===== config.mk =====
export PLATFORM = sky130hd
export DESIGN_NAME = sm_sub_pipe
export DESIGN_NICKNAME = d
export VERILOG_FILES = /design/src/rtl/sm_sub_pipe.sv
export SDC_FILE = /design/constraint.sdc
export NUM_CORES = 1
export LEC_CHECK = 0
export ABC_AREA = 1
export ABC_CLOCK_PERIOD_IN_PS = 3500
export CAP_MARGIN = 20
export CORE_MARGIN = 4
export CORE_UTILIZATION = 55
export DETAILED_ROUTE_END_ITERATION = 10
export PLACE_DENSITY_LB_ADDON = 0.08
export SYNTH_ARGS = -nofsm -noshare
export SYNTH_HDL_FRONTEND = slang
export SYNTH_SLANG_ARGS = --single-unit

===== constraint.sdc =====
create_clock -name clk -period 3.5 [get_ports clk]
set_clock_uncertainty 0.1 [all_clocks]
set_input_delay 0.35 -clock clk [delete_from_list [all_inputs] [get_ports clk]]
set_output_delay 0.35 -clock clk [all_outputs]
set_load 0.05 [all_outputs]

===== src/rtl/sm_sub_pipe.sv =====
// sm_sub_pipe: two-stage pipelined sign-magnitude subtractor, diff = a - b.
// Operands and result are {sign, magnitude[numwidth-1:0]}; sign 1 = negative.
// Valid/ready on both sides, one result per cycle, synchronous active-low reset.
// Build option: define SM_SUB_SAT_EN to saturate the magnitude on same-sign
// overflow; otherwise the magnitude wraps. ovf is raised in both builds.
module sm_sub_pipe #(
  parameter int numwidth = 16
) (
  input  logic                clk,
  input  logic                rst_n,
  input  logic                in_valid,
  output logic                in_ready,
  input  logic [numwidth:0]   a,
  input  logic [numwidth:0]   b,
  output logic                out_valid,
  input  logic                out_ready,
  output logic [numwidth:0]   diff,
  output logic                ovf,
  output logic                busy
);

  logic                w_s1_adv;
  logic                w_s2_adv;
  logic                w_s_eff_b;
  logic [numwidth:0]   w_sum;
  logic [numwidth-1:0] w_mag;
  logic                w_sign;
  logic                w_ovf;

  logic                r_s1_valid;
  logic                r_s1_sa;
  logic                r_s1_sb;
  logic                r_s1_eqs;
  logic                r_s1_agt;
  logic [numwidth-1:0] r_s1_ma;
  logic [numwidth-1:0] r_s1_mb;

  logic                r_s2_valid;
  logic [numwidth:0]   r_diff;
  logic                r_ovf;

  // A stage may advance when it is empty or the stage after it is moving.
  assign w_s2_adv  = !r_s2_valid | out_ready;
  assign w_s1_adv  = !r_s1_valid | w_s2_adv;
  assign in_ready  = rst_n & w_s1_adv;

  assign out_valid = r_s2_valid;
  assign diff      = r_diff;
  assign ovf       = r_ovf;
  assign busy      = r_s1_valid | r_s2_valid;

  // Subtraction is addition of b with its sign flipped.
  assign w_s_eff_b = ~b[numwidth];

  // Stage 1: capture signs, magnitudes, sign-equality and magnitude compare.
  always_ff @(posedge clk) begin
    if (!rst_n) begin
      r_s1_valid <= 1'b0;
      r_s1_sa    <= 1'b0;
      r_s1_sb    <= 1'b0;
      r_s1_eqs   <= 1'b0;
      r_s1_agt   <= 1'b0;
      r_s1_ma    <= '0;
      r_s1_mb    <= '0;
    end else if (w_s1_adv) begin
      r_s1_valid <= in_valid;
      if (in_valid) begin
        r_s1_sa  <= a[numwidth];
        r_s1_sb  <= w_s_eff_b;
        r_s1_eqs <= (a[numwidth] == w_s_eff_b);
        r_s1_agt <= (a[numwidth-1:0] > b[numwidth-1:0]);
        r_s1_ma  <= a[numwidth-1:0];
        r_s1_mb  <= b[numwidth-1:0];
      end
    end
  end

  assign w_sum = {1'b0, r_s1_ma} + {1'b0, r_s1_mb};

  // Stage 2 datapath: add or subtract magnitudes, then force zero positive.
  always_comb begin
    w_mag  = '0;
    w_sign = 1'b0;
    w_ovf  = 1'b0;
    if (r_s1_eqs) begin
      w_sign = r_s1_sa;
      w_ovf  = w_sum[numwidth];
`ifdef SM_SUB_SAT_EN
      w_mag  = w_sum[numwidth] ? '1 : w_sum[numwidth-1:0];
`else
      w_mag  = w_sum[numwidth-1:0];
`endif
    end else if (r_s1_agt) begin
      w_mag  = r_s1_ma - r_s1_mb;
      w_sign = r_s1_sa;
    end else begin
      // Equal magnitudes also land here and give zero.
      w_mag  = r_s1_mb - r_s1_ma;
      w_sign = r_s1_sb;
    end
    if (w_mag == '0) begin
      w_sign = 1'b0;
    end
  end

  // Stage 2 register: holds the result steady while downstream stalls.
  always_ff @(posedge clk) begin
    if (!rst_n) begin
      r_s2_valid <= 1'b0;
      r_diff     <= '0;
      r_ovf      <= 1'b0;
    end else if (w_s2_adv) begin
      r_s2_valid <= r_s1_valid;
      if (r_s1_valid) begin
        r_diff <= {w_sign, w_mag};
        r_ovf  <= w_ovf;
      end
    end
  end

endmodule


# After elaboration in Yosys (flattened, before gate mapping)
# Index checks and enable logic that the tools add are counted.
# W data, S select, Z words.
# word_totals
output_inout_bits	21
input_bits	38
wordCells	31
ff_bits	56
# op_classes
n_addsub	3
muxes	6
n_eq_ne	1
n_reduce_logical	5
order_cmp	1
n_bitwise	5
# ops
cell	n
$mux W16	2
$sub A16 B16 Y16	2
$add A16 B16 Y17	1
$gt A16 B16 Y1	1
$logic_not A16 Y1	1
$mux W1	4
$reduce_and A2 Y1	2
$or A1 B1 Y1	3
$logic_not A1 Y1	2
$and A1 B1 Y1	1
$eq A1 B1 Y1	1
$not A1 Y1	1

# Logic depth before layout (Yosys ltp)
# depth
word_depth	5
mapped_depth	21
mapped_depth_nobuf	20

# Worst setup path before layout
# No wires, ideal clock.
# synth_timing
path_kind	reg2reg
startpoint	reg r_s1_ma[0]
endpoint	reg r_diff[16], in the netlist diff[16]
n_path_buf	0
required_time_ps	3281
path_slack_ps	1307
arrival_time_ps	1973
setup_ps	119
synth_period_minus_slack_ps	2193
path_stages_with_launch	17
path_cell_list	dfxtp_1 > inv_1 > ha_1 > inv_1 > fa_1 > o211ai_1 > nand2_1 > nor2_1 > nand3_1 > nor2_1 > nand2_1 > nor2_1 > nand2_1 > nor2_1 > nand2_1 > nand2_1 > a21oi_2
# synth_via
elab_chain_len	5
elab_cells_between_ends	7
classes_between	add/sub (3); mux (3); reduce/logical (1)
# synth_lines
element	line	source
from (decl)	35	logic [numwidth-1:0] r_s1_ma;
from (signal assigned)	72	r_s1_ma <= a[numwidth-1:0];
$sub A16 B16 Y16 (on tied branches)	98, 94	
$mux W16	93	end else if (r_s1_agt) begin
$mux W16 (*)	85	if (r_s1_eqs) begin
$logic_not A16 Y1 (*)	101	if (w_mag == '0) begin
$mux W1 (*)	101	
to (signal assigned)	115	r_diff <= {w_sign, w_mag};
to (decl)	39	logic [numwidth:0] r_diff;
# Every way passes the cells marked *; elsewhere a longest branch is shown, timed or not.
# A chain may end at the register's enable or synchronous reset.

# Worst setup path in the final report
# Ends and elaborated chain as after synthesis.

==> results.sh <==
export IMPL_p_per_area_nw_per_um2=342
export IMPL_die_area_um2=10800
export IMPL_antenna_found_initial=0
export IMPL_cp_required_ns=3.61
export IMPL_timing_fmax_mhz=380
export IMPL_crit_chain="inv_1, ha_1, inv_1, fa_1, o211ai_1, nand2_1, nor2_1, nand3_1, nor2_1, nand2_1, nor2_1, nand2_1, nor2_1, nand2_1, nand2_1, a21oi_2"
export IMPL_pwr_share_seq=0.365
export IMPL_cts_root_buf="clkbuf_8"
export IMPL_hpwl_um=11400
export IMPL_synthCells=826
export IMPL_ctsHoldBuffers=0
export IMPL_finish_net_count=971
export IMPL_setup_viol_count_final=0
export IMPL_path_class="flip-flop to flip-flop"
export IMPL_grt_pass1_vias=4828
export IMPL_setup_tns_ns=0
export IMPL_setup_ws_ns=0.866
export IMPL_std_cell_rows=34
export IMPL_ys_types=37
export IMPL_relSlewSlack=0.557
export IMPL_drt_pass1_iter_count=5
export IMPL_cp_max_fo=4
export IMPL_portBuffers=58
export IMPL_period_share=0.753
export IMPL_ant_nets=0
export IMPL_syn_to_final_growth_pct=13.8
export IMPL_yosysSeqAreaShare=0.222
export IMPL_die_w_um=104
export IMPL_io_pins=59
export IMPL_path_buf_inv=2
export IMPL_power_switching_uw=843
export IMPL_syn_avg_cell_area_um2=6.13
export IMPL_final_common_cell="nand2_1"
export IMPL_cts_htree_levels=2
export IMPL_maxCapViolations=0
export IMPL_initialDrtViolationCount=344
export IMPL_netlist_area_um2=5060
export IMPL_mostFrequentLayoutCells="nand2_1, inv_1, a21oi_1"
export IMPL_drc=0
export IMPL_synth_fp_nets=931
export IMPL_worst_pin_slew_ns=0.660
export IMPL_grt_max_degree=48
export IMPL_rsz0062_at_grt="no"
export IMPL_cts_buffer_depth=2
export IMPL_hp_class="flip-flop to flip-flop"
export IMPL_ir_drop_mv=0.176
export IMPL_status="finished, final reports clean"
export IMPL_ctsResizeCount=0
export IMPL_wl_per_cell_um=14.0
export IMPL_final_hold_viol_count=0
export IMPL_overflow=0
export IMPL_ys_warn_count=0
export IMPL_clk_pin_slew_ns=0.10
export IMPL_synth_seq_cells=56
export IMPL_endpoint_kind="flip-flop"
export IMPL_clkLatencyLatePin_ns=0.31
export IMPL_utilization=0.651
export IMPL_post_cts_buffers=0
export IMPL_critPathTopFamily="simple AND/OR/NAND/NOR gates"
export IMPL_slew_violations=0
export IMPL_grt_pass1_wl_um=22600
export IMPL_cts_buffers=5
export IMPL_power_share_clock=0.183
export IMPL_routabilityCongestion=1.04
export IMPL_worstPathArrival_ns=2.74
export IMPL_numClockSinks=56
export IMPL_n_fill_cell=803
export IMPL_diodes=0
export IMPL_critical_path_slowest_cell="fa_1"
export IMPL_die_y_um=104
export IMPL_grt_usage=0.251
export IMPL_post_route_min_period_ns=2.63
export IMPL_power_frac_comb=0.452
export IMPL_p_int_mw=1.13
export IMPL_drive_gt1_frac=0.0393
export IMPL_vias=5189
export IMPL_drt_total_wl_um=13600
export IMPL_switching_share=0.428
export IMPL_tritoncts="built"
export IMPL_crit_path_start_kind="flip-flop"
export IMPL_routed_via_density=5.33
export IMPL_start_util=0.572
export IMPL_max_stage_delay_ns=0.42
export IMPL_core_um2=8850
export IMPL_leakagePower_nw=3.03
export IMPL_crit_top_cell="nand2_1"
export IMPL_preCtsSetupSlack_ns=0.894
[per-stage QoR]
step / cells / hold slack [ns] / total power [mW] / instance area (um2)
6_report: 974 / 0.376 / 1.97 / 5760
5_1_grt: 974 / 0.393 / 2.12 / 5760
3_3_place_gp: 967 / 0.357 / 1.59 / 5680
3_5_place_dp: 967 / 0.360 / 1.61 / 5680
2_1_floorplan: 826 / 0.340 / 1.36 / 5060
4_1_cts: 974 / 0.376 / 1.97 / 5760
[flip-flops by register name (all words and copies together) (netlist names)]
register / flops
r_s1_sa: 1
out_valid: 1
r_s1_eqs: 1
diff: 17
ovf: 1
r_s1_agt: 1
r_s1_sb: 1
r_s1_mb: 16
r_s1_ma: 16
r_s1_valid: 1
[power groups by stage]
stage	Combinational (mW)	Clock [mW]	Sequential [mW]
final	0.890	0.361	0.720
after detailed placement	0.878	0	0.735
after CTS	0.881	0.369	0.720
after global routing	1.00	0.395	0.726
after global placement	0.864	0	0.730
after floorplan	0.574	0	0.789
[cells by family after synthesis]
group / Yosys count / synth area share
multiplexers: 1 / 0.00198
adder cells (fa/ha/maj): 67 / 0.170
flip-flops: 56 / 0.222
buffers and inverters: 176 / 0.135
AO/OA/AOI/OAI: 155 / 0.166
AND/OR/NAND/NOR: 369 / 0.302
XOR/XNOR: 2 / 0.00346
[area by class of cell]
cell class | count | area [um2] | share of cell area
clock buffer | 5 | 68.8 | 0.0120
multi-input combinational | 594 | 3260 | 0.566
timing repair buffer | 62 | 611 | 0.106
sequential | 56 | 1120 | 0.195
inverter | 147 | 552 | 0.0958
clock inverter | 2 | 12.5 | 0.00217
tap | 108 | 135 | 0.0235
[final timing paths]
check / start / to / slack [ns] / cells past startpoint
hold / removal: ovf / ovf / 0.38 / 2
setup reg to reg: r_s1_ma[0] / diff[16] / 0.87 / 16
hold reg to reg: ovf / ovf / 0.38 / 2
setup / recovery: r_s1_ma[0] / diff[16] / 0.87 / 16
[cell usage after synthesis]
cell type,count,share of area
buf_2,12,0.012
nand3_1,49,0.048
a211oi_1,1,0.0015
xor2_1,2,0.0035
nand2_1,229,0.17
nand2_4,1,0.0022
clkinv_1,2,0.0015
nand3b_1,4,0.0059
inv_1,133,0.099
nor4_1,1,0.0012
o211ai_1,10,0.015
o21ai_1,2,0.0020
nand4_1,7,0.0087
o2111ai_1,1,0.0017
nor2_1,64,0.047
nor3_1,7,0.0069
nor3_2,2,0.0040
fa_1,3,0.012
a21boi_0,1,0.0015
o21ai_0,54,0.053
a21o_1,2,0.0030
inv_2,12,0.0089
nor2_4,1,0.0022
o31ai_1,1,0.0015
or2_2,1,0.0012
ha_1,64,0.16
mux2i_1,1,0.0020
o21bai_1,5,0.0074
o22ai_1,1,0.0012
buf_4,2,0.0030
dfxtp_1,56,0.22
nor2_2,1,0.0012
nand2_2,2,0.0025
clkbuf_2,1,0.00099
clkbuf_1,14,0.010
a21oi_2,2,0.0035
a21oi_1,75,0.074
[worst reg2reg max path: cells and delay by family, from the launching register on]
kind / cells / cell delay [ns]
and+or+nand+nor: 10 / 0.89
adders and majority gates: 2 / 0.63
DFF: 1 / 0.40
AOI/OAI and AO/OA: 2 / 0.32
buffers and inverters: 2 / 0.18
[layer usage]
layer / up-vias / share of wire / track usage / wire, um
met5: - / 0 / 0 / 0
met4: 0 / 0.025 / 0.0826 / 337
met3: 25 / 0.055 / 0.0366 / 753
met2: 148 / 0.45 / 0.422 / 6160
met1: 2329 / 0.47 / 0.331 / 6390
li1: 2687 / - / - / -
(Power assumes the default switching activity.)
